$ cat config.mk
export PLATFORM = sky130hd
export DESIGN_NAME = monitor_cmd_master
export DESIGN_NICKNAME = d
export VERILOG_FILES = /design/src/rtl/monitor_cmd_master.sv
export SDC_FILE = /design/constraint.sdc
export NUM_CORES = 1
export LEC_CHECK = 0
export ABC_AREA = 1
export BUFFER_PORTS_ARGS = -buffer_cell sky130_fd_sc_hd__buf_2
export CORE_ASPECT_RATIO = 0.8
export CORE_UTILIZATION = 35
export CTS_CLUSTER_DIAMETER = 50
export CTS_CLUSTER_SIZE = 28
export DETAILED_ROUTE_END_ITERATION = 16
export PLACE_DENSITY_LB_ADDON = 0.05
export SKIP_CTS_REPAIR_TIMING = 1
export SLEW_MARGIN = 20
export SYNTH_ARGS = -nofsm -noshare
export SYNTH_HDL_FRONTEND = slang
export SYNTH_SLANG_ARGS = --single-unit
export TNS_END_PERCENT = 5
$ cat constraint.sdc
create_clock -name clk -period 3.68 [get_ports clk]
set_input_delay 0.184 -clock clk [delete_from_list [all_inputs] [get_ports clk]]
set_output_delay 0.184 -clock clk [all_outputs]
set_load 0.03 [all_outputs]
$ cat src/rtl/monitor_cmd_master.sv
// monitor_cmd_master
// Host-side initiator for the monitor UART command protocol. It requests the
// line with RTS, waits for CTS, sends the command byte {cmd_rw, cmd_id} and the
// size byte, then either sends the write payload or collects the read payload.
// Every abort and every normal end passes through FINISH, which releases RTS
// and pulses done.
//
// Ports:
//   clk, reset          clock, synchronous active-high reset
//   start               one-cycle command request, taken only while idle
//   cmd_rw, cmd_id      command byte fields (1 = write, 0 = read)
//   data_size           payload byte count
//   wr_data / rd_data   payload buffers, byte k at [8k+:8]
//   busy, done, error   status; error/err_code qualify the done pulse
//   err_code            0 none, 1 bad size, 2 CTS timeout, 3 RX timeout/error
//   uart_rts, uart_cts  active-low handshake
//   tx_write, tx_byte   one-cycle load strobe and byte for uart_tx
//   tx_busy, tx_done    uart_tx status
//   rx_byte, rx_done    received byte and its strobe from uart_rx
//   rx_error            uart_rx framing/parity error strobe
module monitor_cmd_master #(
    parameter int MAX_PAYLOAD_BYTES = 16,
    parameter int CTS_TIMEOUT       = 50000,
    parameter int RX_TIMEOUT        = 500000
) (
    input  logic                           clk,
    input  logic                           reset,
    input  logic                           start,
    input  logic                           cmd_rw,
    input  logic [6:0]                     cmd_id,
    input  logic [7:0]                     data_size,
    input  logic [8*MAX_PAYLOAD_BYTES-1:0] wr_data,
    output logic [8*MAX_PAYLOAD_BYTES-1:0] rd_data,
    output logic                           busy,
    output logic                           done,
    output logic                           error,
    output logic [1:0]                     err_code,
    output logic                           uart_rts,
    input  logic                           uart_cts,
    output logic                           tx_write,
    output logic [7:0]                     tx_byte,
    input  logic                           tx_busy,
    input  logic                           tx_done,
    input  logic [7:0]                     rx_byte,
    input  logic                           rx_done,
    input  logic                           rx_error
);
    localparam int PW    = 8 * MAX_PAYLOAD_BYTES;
    localparam int IDX_W = $clog2(MAX_PAYLOAD_BYTES + 1);
    localparam int CTS_W = $clog2(CTS_TIMEOUT + 1);
    localparam int RX_W  = $clog2(RX_TIMEOUT + 1);

    typedef enum logic [2:0] {
        IDLE, REQ, SEND_CMD, SEND_SIZE, SEND_DATA, RECV_DATA, FINISH
    } state_t;

    state_t state, state_nx;

    logic             rw_q;
    logic [6:0]       id_q;
    logic [7:0]       size_q;
    logic [PW-1:0]    wr_sh;     // write payload, shifted so the next byte sits in [7:0]
    logic [IDX_W-1:0] idx;
    logic [CTS_W-1:0] cts_cnt;
    logic [RX_W-1:0]  rx_cnt;
    logic             tx_wait;   // byte handed to uart_tx, its tx_done still pending

    logic       size_ok, last_byte;
    logic       accept, reject, issue, tx_ack, rx_take, abort, fin;
    logic [1:0] abort_code;
    logic [7:0] send_byte;

    assign size_ok   = data_size <= 8'(MAX_PAYLOAD_BYTES);
    assign last_byte = (8'(idx) + 8'd1) == size_q;
    assign fin       = (state_nx == FINISH) && (state != FINISH);

    always_comb begin
        send_byte = wr_sh[7:0];
        if (state == SEND_CMD)       send_byte = {rw_q, id_q};
        else if (state == SEND_SIZE) send_byte = size_q;
    end

    always_ff @(posedge clk) begin
        if (reset) state <= IDLE;
        else       state <= state_nx;
    end

    always_comb begin
        state_nx   = state;
        accept     = 1'b0;
        reject     = 1'b0;
        issue      = 1'b0;
        tx_ack     = 1'b0;
        rx_take    = 1'b0;
        abort      = 1'b0;
        abort_code = 2'd0;
        case (state)
            IDLE: begin
                if (start) begin
                    if (size_ok) begin
                        accept   = 1'b1;
                        state_nx = REQ;
                    end else begin
                        reject = 1'b1;
                    end
                end
            end
            REQ: begin
                if (!uart_cts) begin
                    state_nx = SEND_CMD;
                end else if (cts_cnt == CTS_W'(CTS_TIMEOUT - 1)) begin
                    abort      = 1'b1;
                    abort_code = 2'd2;
                    state_nx   = FINISH;
                end
            end
            SEND_CMD, SEND_SIZE, SEND_DATA: begin
                // tx_done only counts while a byte is outstanding
                if (!tx_wait) begin
                    issue = !tx_busy;
                end else if (tx_done) begin
                    tx_ack = 1'b1;
                    case (state)
                        SEND_CMD:  state_nx = SEND_SIZE;
                        SEND_SIZE: begin
                            if (size_q == 8'd0) state_nx = FINISH;
                            else if (rw_q)      state_nx = SEND_DATA;
                            else                state_nx = RECV_DATA;
                        end
                        default:   if (last_byte) state_nx = FINISH;
                    endcase
                end
            end
            RECV_DATA: begin
                // rx_error takes priority over a coincident rx_done
                if (rx_error) begin
                    abort      = 1'b1;
                    abort_code = 2'd3;
                    state_nx   = FINISH;
                end else if (rx_done) begin
                    rx_take = 1'b1;
                    if (last_byte) state_nx = FINISH;
                end else if (rx_cnt == RX_W'(RX_TIMEOUT - 1)) begin
                    abort      = 1'b1;
                    abort_code = 2'd3;
                    state_nx   = FINISH;
                end
            end
            FINISH:  state_nx = IDLE;
            default: state_nx = IDLE;
        endcase
    end

    always_ff @(posedge clk) begin
        if (reset) begin
            rw_q     <= 1'b0;
            id_q     <= '0;
            size_q   <= '0;
            wr_sh    <= '0;
            idx      <= '0;
            cts_cnt  <= '0;
            rx_cnt   <= '0;
            tx_wait  <= 1'b0;
            rd_data  <= '0;
            busy     <= 1'b0;
            done     <= 1'b0;
            error    <= 1'b0;
            err_code <= 2'd0;
            uart_rts <= 1'b1;
            tx_write <= 1'b0;
            tx_byte  <= '0;
        end else begin
            tx_write <= 1'b0;
            done     <= 1'b0;
            cts_cnt  <= (state == REQ) ? cts_cnt + 1'b1 : '0;
            rx_cnt   <= (state == RECV_DATA && !rx_done) ? rx_cnt + 1'b1 : '0;

            if (accept) begin
                rw_q     <= cmd_rw;
                id_q     <= cmd_id;
                size_q   <= data_size;
                wr_sh    <= wr_data;
                rd_data  <= '0;
                busy     <= 1'b1;
                uart_rts <= 1'b0;
                error    <= 1'b0;
                err_code <= 2'd0;
            end
            // oversize request: report immediately, never touch the line
            if (reject) begin
                done     <= 1'b1;
                error    <= 1'b1;
                err_code <= 2'd1;
            end
            if (issue) begin
                tx_write <= 1'b1;
                tx_byte  <= send_byte;
                tx_wait  <= 1'b1;
            end
            if (tx_ack) begin
                tx_wait <= 1'b0;
                if (state == SEND_SIZE) begin
                    idx <= '0;
                end else if (state == SEND_DATA) begin
                    idx   <= idx + 1'b1;
                    wr_sh <= wr_sh >> 8;
                end
            end
            if (rx_take) begin
                for (int k = 0; k < MAX_PAYLOAD_BYTES; k++)
                    if (idx == IDX_W'(k)) rd_data[8*k +: 8] <= rx_byte;
                idx <= idx + 1'b1;
            end
            if (fin) begin
                uart_rts <= 1'b1;
                busy     <= 1'b0;
                done     <= 1'b1;
                error    <= abort;
                err_code <= abort_code;
            end
        end
    end

endmodule

==> results.py, run 1 <==
metrics = {
    "place": {
        "gp_congestion": 0.864,
        "placedCellCount": 2537,
        "placed_area_sq_mm": 0.0157,
        "dpl.hpwl_mm": 28.1,
        "io_buffers": 302,
        "dp_slack_ns": 0.997,
    },
    "floorplan": {
        "die_h_microns": 180,
        "rows": 64,
        "ios": 303,
        "coreArea_sq_mm": 0.0387,
        "initial_core_util": 0.360,
        "die_w_microns": 225,
        "dieArea_sq_mm": 0.0406,
    },
    "global_route": {
        "grtUsageTotal": 0.209,
        "grt_pass1_vias": 12000,
        "overflow": 0,
        "grt_pass1_wl_mm": 67.7,
        "grt_max_degree": 195,
        "antenna_found_initial": 3,
    },
    "synthesis": {
        "yosysMostFrequentCell": "dfxtp_1",
        "muxShareOfSynthArea": 0,
        "synth_cell_types": 43,
        "synth.area.top_cells": "dfxtp_1, a21oi_1, o21ai_0, nand2_1, o31ai_1",
        "synth_seq_area_share": 0.476,
        "synth_top_area_frac": 0.476,
        "synthFlopType": "dfxtp_1",
        "ys_top_cells_by_count": "dfxtp_1, a21oi_1, nand2_1",
        "synth_edf_count": 0,
        "yosys.area_share.simple": 0.152,
        "synth_top_family_by_area": "compound AO/OA/AOI/OAI gates",
        "synthAdderAreaFrac": 0.00629,
        "synth.avg_cell_area_sq_um": 7.67,
        "synth-compound-area-share": 0.269,
        "synthXorXnorAreaFrac": 0,
        "ys_warn_count": 0,
        "synth_area_sq_mm": 0.0139,
        "synthArstFlopShare": 0,
        "yosys.area.top_type": "dfxtp_1",
        "ys_ff_latch": 331,
        "synth_cells": 1816,
        "syn_nets": 1983,
    },
    "setup_path": {
        "startpoint_type": "flip-flop",
        "cp_data_required_time_ns": 4.10,
        "end_kind": "flip-flop",
        "r2r_setup_slack_ns": 0.66,
        "criticalPathCategory": "flip-flop to flip-flop",
        "worstReg2RegEnd": "wr_sh[15]",
        "path_depth": 9,
        "crit_buf_inv": 4,
        "cp_top_family": "buffers and inverters",
        "cp-startpoint": "state[2]",
        "worstPathCellList": "inv_2 > nand3_1 > nor2_4 > inv_8 > buf_12 > a21oi_1 > o21ai_0 > o31ai_1 > dlygate4sd3_1",
        "slowest_delay_ns": 0.62,
        "critical_path_arrival_ns": 3.43,
        "cp-endpoint": "wr_sh[15]",
        "reg2reg_depth": 9,
        "rr_startpoint": "state[2]",
        "cp_slowest_cell": "inv_8",
        "worstPathMaxFanout": 194,
    },
    "power": {
        "ir_worst_vdd_uv": 297,
        "p_sw_frac": 0.242,
        "internal_power_mw": 6.01,
        "share_comb_of_total_power": 0.060,
        "netSwitchingPower_mw": 1.92,
        "power_frac_seq": 0.458,
        "pwr-share-clk": 0.482,
        "p_leak_nw": 7.27,
        "power_density_mw_per_mm2": 430,
    },
    "final_layout": {
        "design_area_sq_mm": 0.0184,
        "n_fill_cell": 3964,
        "drive_above_1_share": 0.191,
        "layout.nets": 2357,
        "layout.cells.non_filler": 2748,
        "area_delta_synth_final_pct": 32.5,
    },
    "run_status": {
        "status": "finished clean",
    },
    "sta": {
        "period_share": 0.820,
        "setup_violations": 0,
        "tns_ns": 0,
        "tightest_slew_ns": 1.07,
        "setup_ws_ns": 0.664,
        "finalHoldViolCount": 0,
        "clock.fmax_mhz": 332,
        "slew_headroom": 0.289,
        "rsz0062_at_grt": "false",
        "finalClockSkew_ns": 0.0359,
        "drv_slew": 0,
        "hold_ws_ns": 0.00200,
        "min_period_ns": 3.02,
    },
    "worst_hold_path": {
        "hold_class": "input port to flip-flop",
    },
    "drt": {
        "wl_per_cell_microns": 16.0,
        "drcViolationCount": 0,
        "avgViaCountPerCell": 4.91,
        "via_count": 13500,
        "dr.first_iter.drc_count": 962,
        "drt_pass1_iterations": 5,
        "wirelength_mm": 43.9,
        "ant_nets": 0,
    },
    "cts": {
        "clk_pin_slew_ns": 0.07,
        "root_buffer": "clkbuf_16",
        "htreeDepth": 2,
        "clk_latency_ns": 0.55,
        "cts_tree": "done",
        "cts_buffers": 37,
        "cts_sinks": 331,
        "clockBufferDepth": 3,
    },
    "job": {
        "maxCapViolations": 0,
    },
}
==> power groups by stage <==
| stage | Combinational [mW] | Clock [mW] | Sequential (mW) |
|---|---|---|---|
| final | 0.476 | 3.82 | 3.63 |
| after global routing | 0.522 | 4.09 | 3.63 |
| after CTS | 0.358 | 3.94 | 3.63 |
| after detailed placement | 0.356 | 0 | 3.71 |
| after global placement | 0.356 | 0 | 3.71 |
| after floorplan | 0.179 | 0 | 3.72 |
==> registers in the layout, summed over array words and instances (netlist names) <==
register  count
wr_sh       128
tx_byte       8
rw_q          1
err_code      2
cts_cnt      16
busy          1
tx_wait       1
uart_rts      1
rd_data     128
done          1
error         1
tx_write      1
size_q        8
state         3
id_q          7
rx_cnt       19
idx           5
==> per-layer routing <==
metal,part of all wire,GRT usage,up-vias
li1,-,-,6941
met1,0.49,0.294,6180
met2,0.44,0.312,303
met3,0.053,0.0541,60
met4,0.018,0.0563,2
met5,0.00030,0,-
==> cell usage in the layout, fill, tap and decap left out, drive strengths merged, types with 46 or more instances in the layout <==
master,Yosys,routed
a21oi,291,291
buf,45,315
clkbuf,77,46
dfxtp,331,331
dlygate4sd3,0,142
inv,202,209
nand2,256,256
nand3,91,91
nor2,97,97
o21ai,221,221
o31ai,114,114
==> metrics by stage <==
stage          utilization  power [mW]
6_report             0.477        7.93
3_5_place_dp         0.407        4.07
2_1_floorplan            -        3.90
5_1_grt              0.477        8.24
3_3_place_gp         0.407        4.07
4_1_cts              0.440        7.93
==> cell families (layout without fill, tap and decap cells) <==
logic type	count (synthesis)	after routing
other	0	3
adders and majority gates	7	7
AOI/OAI and AO/OA	668	668
and+or+nand+nor	476	476
DFF	331	331
buffers and inverters	334	735
==> worst min-delay path by stage <==
stage,start,end,slack (ns),cells after the start
finish,cmd_rw,rw_q,0.002,3
global placement,cmd_id[2],id_q[2],0.41,3
detailed placement,cmd_id[0],id_q[0],0.42,3
CTS,wr_data[111],wr_sh[111],-0.16,3
global route,cmd_rw,rw_q,0.03,3
floorplan,cmd_id[0],id_q[0],0.32,2
==> worst register-to-register path, delay by kind of cell (launching register included) <==
| kind | cells | cell delay (ns) |
|---|---|---|
| AOI/OAI and AO/OA | 3 | 0.30 |
| buffers and inverters | 4 | 1.78 |
| DFF | 1 | 0.46 |
| and+or+nand+nor | 2 | 0.37 |
==> cell type report <==
type | instances | area (sq um) | share of cell area
clock inverter | 20 | 215 | 0.0117
sequential | 331 | 6630 | 0.359
clock buffer | 46 | 1060 | 0.0575
tap | 528 | 661 | 0.0358
antenna | 3 | 7.51 | 0.000407
timing repair buffer | 457 | 3090 | 0.167
multi-input combinational | 1151 | 5960 | 0.323
inverter | 212 | 832 | 0.0451
(Power assumes the default switching activity.)
==> run 2: changes to the inputs <==
--- a/config.mk
+++ b/config.mk
@@ -5,7 +5,7 @@
 export SDC_FILE = /design/constraint.sdc
 export NUM_CORES = 1
 export LEC_CHECK = 0
-export ABC_AREA = 1
+export ABC_AREA = 0
 export BUFFER_PORTS_ARGS = -buffer_cell sky130_fd_sc_hd__buf_2
 export CORE_ASPECT_RATIO = 0.8
 export CORE_UTILIZATION = 35
==> constraint.sdc (replaced) <==
create_clock -name clk -period 2.5 [get_ports clk]
set_input_delay 0.125 -clock clk [delete_from_list [all_inputs] [get_ports clk]]
set_output_delay 0.125 -clock clk [all_outputs]
set_load 0.03 [all_outputs]
==> run 2 against run 1 <==
- the flow now finishes with violations (hold timing)
- non-clock buffer count grew 37
- utilization increased by 0.42 points
- first-iteration DRC count is 3.7% higher
- register-to-register slack worse by 0.49 ns
- worst setup slack worse by 0.60 ns
- synthesized cell count is 8.0% lower
- combinational power grew 31%
==> results.py, run 2 <==
metrics = {
    "run_status": {
        "status": "complete, but fails checks",
        "violations": "hold timing",
    },
    "synthesis": {
        "yosysMostFrequentCell": "dfxtp_1",
        "synth_area_sq_mm": 0.0137,
        "synth_top_area_frac": 0.482,
        "syn_nets": 1837,
        "synthFlopType": "dfxtp_1",
        "synth_seq_area_share": 0.482,
        "ys_top_cells_by_count": "dfxtp_1, nand2_1, nor2_1",
        "synth.avg_cell_area_sq_um": 8.23,
        "synth_edf_count": 0,
        "ys_warn_count": 0,
        "synth.area.top_cells": "dfxtp_1, nand2_1, a311oi_1, nor2_1, nand3_1",
        "yosys.area.top_type": "dfxtp_1",
        "ys_ff_latch": 331,
        "synth_cell_types": 60,
        "synth_cells": 1670,
        "synthArstFlopShare": 0,
    },
    "final_layout": {
        "layout_commonest_cell": "dfxtp_1",
        "design_area_sq_mm": 0.0185,
        "layout.nets": 2220,
        "top_regs": "rd_data: 128 flops, wr_sh: 128 flops, rx_cnt: 19 flops",
        "post-route-util": 0.481,
        "drive_above_1_share": 0.207,
        "final_cell_mix": "dfxtp_1, nand2_1, buf_2",
        "area_delta_synth_final_pct": 34.6,
        "n_fill_cell": 3778,
    },
    "setup_path": {
        "cp_top_family": "buffers and inverters",
        "criticalPathCategory": "input port to flip-flop",
        "end_kind": "flip-flop",
        "cp_data_required_time_ns": 2.91,
        "worstPathMaxFanout": 17,
        "slowest_delay_ns": 0.65,
        "critical_path_arrival_ns": 2.84,
        "crit_buf_inv": 4,
        "crit_top_cell": "buf_4",
        "cp_slowest_cell": "o41ai_1",
        "worstPathCellList": "dlygate4sd3_1 > buf_2 > o41ai_1 > buf_4 > and3_4 > buf_4 > nand2_1 > a311oi_1",
        "startpoint_type": "input port",
    },
    "floorplan": {
        "die_h_microns": 179,
        "ios": 303,
        "rows": 64,
        "die_w_microns": 224,
        "initial_core_util": 0.358,
        "coreArea_sq_mm": 0.0384,
        "dieArea_sq_mm": 0.0401,
    },
    "drt": {
        "wirelength_mm": 45.2,
        "avgViaCountPerCell": 5.19,
        "via_count": 13400,
        "dr.first_iter.drc_count": 998,
        "ant_nets": 0,
        "drt_pass1_iterations": 5,
        "wl_per_cell_microns": 17.5,
        "drcViolationCount": 0,
    },
    "sta": {
        "tightest_slew_ns": 0.998,
        "drv_slew": 0,
        "min_period_ns": 2.44,
        "hold_ws_ns": -0.0300,
        "clock.fmax_mhz": 411,
        "finalClockSkew_ns": 0.0271,
        "period_share": 0.974,
        "tns_ns": 0,
        "slew_headroom": 0.335,
        "setup_violations": 0,
        "rsz0062_at_grt": "false",
        "finalHoldViolCount": 1,
    },
    "cts": {
        "root_buffer": "clkbuf_16",
        "cts_buffers": 36,
        "cts_tree": "done",
        "htreeDepth": 2,
        "cts_sinks": 331,
        "clockBufferDepth": 3,
        "clk_latency_ns": 0.54,
        "clk_pin_slew_ns": 0.06,
    },
    "place": {
        "placed_area_sq_mm": 0.0158,
        "io_buffers": 302,
        "dpl.hpwl_mm": 29.1,
        "gp_congestion": 0.776,
    },
    "global_route": {
        "grt_pass1_wl_mm": 66.9,
        "overflow": 0,
        "grt_max_degree": 91,
        "grtUsageTotal": 0.210,
        "top_usage_layer": "met1",
        "antenna_found_initial": 1,
        "use_met2": 0.296,
        "grt_pass1_vias": 11600,
        "use_met3": 0.0379,
        "use_met1": 0.321,
    },
    "power": {
        "netSwitchingPower_mw": 2.73,
        "p_sw_frac": 0.229,
        "p_leak_nw": 7.25,
        "power_density_mw_per_mm2": 643,
        "internal_power_mw": 9.17,
        "share_comb_of_total_power": 0.052,
        "pwr-share-clk": 0.499,
        "ir_worst_vdd_uv": 368,
        "power_frac_seq": 0.448,
    },
    "worst_hold_path": {
        "hold_class": "input port to flip-flop",
    },
    "job": {
        "maxCapViolations": 0,
    },
}
[run 2: cell families after synthesis]
kind of cell	Yosys count	synth area share
xor+xnor	32	0.0204
flops	331	0.482
fa+ha+maj	7	0.00637
buf+inv	166	0.0520
simple gates	786	0.257
compound gates	339	0.175
mux	9	0.00656
[run 2: stage by stage]
step | std cells | total power [mW] | worst slack, ns
after floorplan | 1670 | 5.65 | 0.216
after global placement | 2368 | 5.90 | 0.220
after detailed placement | 2368 | 5.89 | 0.202
after CTS | 2432 | 11.9 | 0.183
after global routing | 2575 | 12.3 | 0.00162
final | 2575 | 11.9 | 0.0645
[run 2: tightest hold or removal path: stages]
cell     delay (ns)
buf_2          0.14
nand2_1        0.06
nand2_1        0.05
a21oi_1        0.06
[run 2: final timing paths]
check,from,cells past startpoint,slack [ns],endpoint
hold reg to reg,id_q[0],2,0.46,id_q[0]
setup / recovery,data_size[0],8,0.06,wr_sh[48]
setup reg to reg,idx[0],9,0.17,busy
hold / removal,tx_done,4,-0.03,tx_wait
[run 2: area by class of cell]
| cell class | count | area, sq um | share of cell area |
|---|---|---|---|
| flip-flops and latches | 331 | 6630 | 0.358 |
| multi-input cells | 1173 | 6420 | 0.347 |
| repair buffers | 494 | 3440 | 0.186 |
| clock buffers | 42 | 965 | 0.0522 |
| well taps | 495 | 619 | 0.0335 |
| clock inverters | 22 | 354 | 0.0191 |
| inverters | 17 | 63.8 | 0.00345 |
| diodes | 1 | 2.50 | 0.000135 |
[run 2: power by group through the flow]
stage / clock, mW / combinational [mW] / sequential [mW]
floorplan: 0 / 0.198 / 5.46
finish: 5.94 / 0.623 / 5.33
CTS: 6.08 / 0.444 / 5.33
detailed placement: 0 / 0.443 / 5.45
global route: 6.30 / 0.671 / 5.33
global placement: 0 / 0.444 / 5.45
[run 2: metal layers]
metal | up-vias | routed length (microns)
met5 | - | 0
met4 | 0 | 646
met3 | 52 | 2310
met2 | 327 | 19600
met1 | 6341 | 22600
li1 | 6657 | -
==> run 3: changes to the inputs <==
--- a/config.mk
+++ b/config.mk
@@ -8,7 +8,7 @@
 export ABC_AREA = 0
 export BUFFER_PORTS_ARGS = -buffer_cell sky130_fd_sc_hd__buf_2
 export CORE_ASPECT_RATIO = 0.8
-export CORE_UTILIZATION = 35
+export CORE_UTILIZATION = 49
 export CTS_CLUSTER_DIAMETER = 50
 export CTS_CLUSTER_SIZE = 28
 export DETAILED_ROUTE_END_ITERATION = 16
==> run 3 against run 2 <==
- the flow still finishes with violations (hold timing)
- clock power shrank 5.6%
- sequential power barely moved
- worst setup slack improved by 0.060 ns
- critical path depth increased by 1
- final cell count fell by 5.4%
- highest routed layer unchanged
==> results.py, run 3 (same netlist as run 2, synthesis figures left out) <==
metrics = {
    "power": {
        "ir_worst_vdd_uv": 596,
        "power_density_mw_per_mm2": 634,
        "p_sw_frac": 0.232,
        "netSwitchingPower_mw": 2.68,
        "p_leak_nw": 7.20,
        "internal_power_mw": 8.87,
        "share_comb_of_total_power": 0.053,
        "power_frac_seq": 0.462,
        "pwr-share-clk": 0.486,
    },
    "drt": {
        "dr.first_iter.drc_count": 1023,
        "avgViaCountPerCell": 5.54,
        "drt_pass1_iterations": 5,
        "drcViolationCount": 0,
        "wirelength_mm": 41.6,
        "wl_per_cell_microns": 17.1,
        "ant_nets": 0,
        "via_count": 13500,
    },
    "global_route": {
        "grtUsageTotal": 0.264,
        "antenna_found_initial": 1,
        "grt_pass1_wl_mm": 61.3,
        "grt_max_degree": 120,
        "grt_pass1_vias": 11300,
        "overflow": 0,
    },
    "final_layout": {
        "area_delta_synth_final_pct": 32.6,
        "design_area_sq_mm": 0.0182,
        "final_cell_mix": "dfxtp_1, nand2_1, buf_2",
        "layout_commonest_cell": "dfxtp_1",
        "drive_above_1_share": 0.205,
        "multi_input_area_sq_mm": 0.00642,
        "register_area_sq_mm": 0.00663,
        "layout.nets": 2211,
        "top_regs": "rd_data: 128 flops, wr_sh: 128 flops, rx_cnt: 19 flops",
        "n_fill_cell": 2332,
    },
    "sta": {
        "tns_ns": 0,
        "finalClockSkew_ns": 0.0150,
        "setup_violations": 0,
        "drv_slew": 0,
        "finalHoldViolCount": 1,
        "slew_headroom": 0.576,
        "clock.fmax_mhz": 421,
        "rsz0062_at_grt": "false",
        "hold_ws_ns": -0.0274,
        "min_period_ns": 2.38,
        "tightest_slew_ns": 0.637,
        "period_share": 0.950,
    },
    "run_status": {
        "violations": "hold timing",
        "status": "complete, but fails checks",
    },
    "setup_path": {
        "worstPathMaxFanout": 5,
        "criticalPathCategory": "flip-flop to flip-flop",
        "slowest_delay_ns": 0.49,
        "cp_data_required_time_ns": 2.90,
        "path_depth": 9,
        "end_kind": "flip-flop",
        "worstPathCellList": "ha_1 > inv_1 > nor2_1 > ha_1 > xor2_1 > nand4_1 > a2111o_1 > o211a_1 > o221a_1",
        "crit_buf_inv": 1,
        "crit_top_cell": "ha_1",
        "critical_path_arrival_ns": 2.78,
        "r2r_setup_slack_ns": 0.12,
        "cp_slowest_cell": "a2111o_1",
        "startpoint_type": "flip-flop",
        "cp_top_family": "compound AO/OA/AOI/OAI gates",
        "reg2reg_depth": 9,
    },
    "cts": {
        "cts_sinks": 331,
        "clk_latency_ns": 0.51,
        "cts_tree": "done",
        "htreeDepth": 2,
        "cts_buffers": 34,
        "clockBufferDepth": 3,
        "root_buffer": "clkbuf_16",
        "clk_pin_slew_ns": 0.07,
    },
    "floorplan": {
        "ios": 303,
        "rows": 54,
        "coreArea_sq_mm": 0.0274,
        "initial_core_util": 0.501,
        "dieArea_sq_mm": 0.0287,
        "die_w_microns": 189,
        "die_h_microns": 152,
    },
    "worst_hold_path": {
        "hold_path_depth": 4,
        "hold_class": "input port to flip-flop",
    },
    "place": {
        "placed_area_sq_mm": 0.0155,
        "io_buffers": 302,
        "gp_congestion": 0.825,
        "dpl.hpwl_mm": 26.1,
    },
    "job": {
        "maxCapViolations": 0,
    },
}
## run 3: tightest hold or removal path: stages
cell	delay, ns
buf_2	0.10
a21oi_1	0.04
o211ai_1	0.08
a221oi_1	0.07
## run 3: cell type report
type / instances / area share
clock buffers: 39 / 0.0523
inverters: 17 / 0.00350
flip-flops and latches: 331 / 0.364
repair buffers: 487 / 0.186
clock inverters: 23 / 0.0168
well taps: 364 / 0.0250
multi-input cells: 1173 / 0.352
diodes: 1 / 0.000137
## run 3: worst paths after layout
check,endpoint,start
setup reg to reg,busy,idx[1]
hold / removal,state[0],rx_error
hold reg to reg,id_q[4],id_q[4]
setup / recovery,busy,idx[1]
## run 3: power groups by stage
stage                     clock network, mW  registers (mW)  logic, mW
after floorplan                           0            5.46      0.198
after global placement                    0            5.45      0.418
after detailed placement                  0            5.45      0.418
after CTS                              5.70            5.33      0.421
after global routing                   5.91            5.33      0.656
final                                  5.61            5.33      0.609
## run 3: per-stage QoR
stage / instances / total power, mW / hold slack (ns) / setup WS (ns) / util
global placement: 2230 / 5.87 / 0.370 / 0.192 / 0.566
CTS: 2292 / 11.4 / -0.162 / 0.137 / 0.612
detailed placement: 2230 / 5.87 / 0.371 / 0.158 / 0.566
finish: 2435 / 11.5 / -0.0274 / 0.125 / 0.664
global route: 2435 / 11.9 / 0.0114 / 0.00712 / 0.664
floorplan: 1670 / 5.65 / 0.261 / 0.216 / -
## run 3: metal layers
layer | routed length, microns | part of all wire | GRT usage | up-vias
met3 | 3220 | 0.077 | 0.0737 | 57
met1 | 18900 | 0.45 | 0.381 | 6339
met4 | 713 | 0.017 | 0.0657 | 0
li1 | - | - | - | 6647
met5 | 0 | 0 | 0 | -
met2 | 18800 | 0.45 | 0.385 | 455
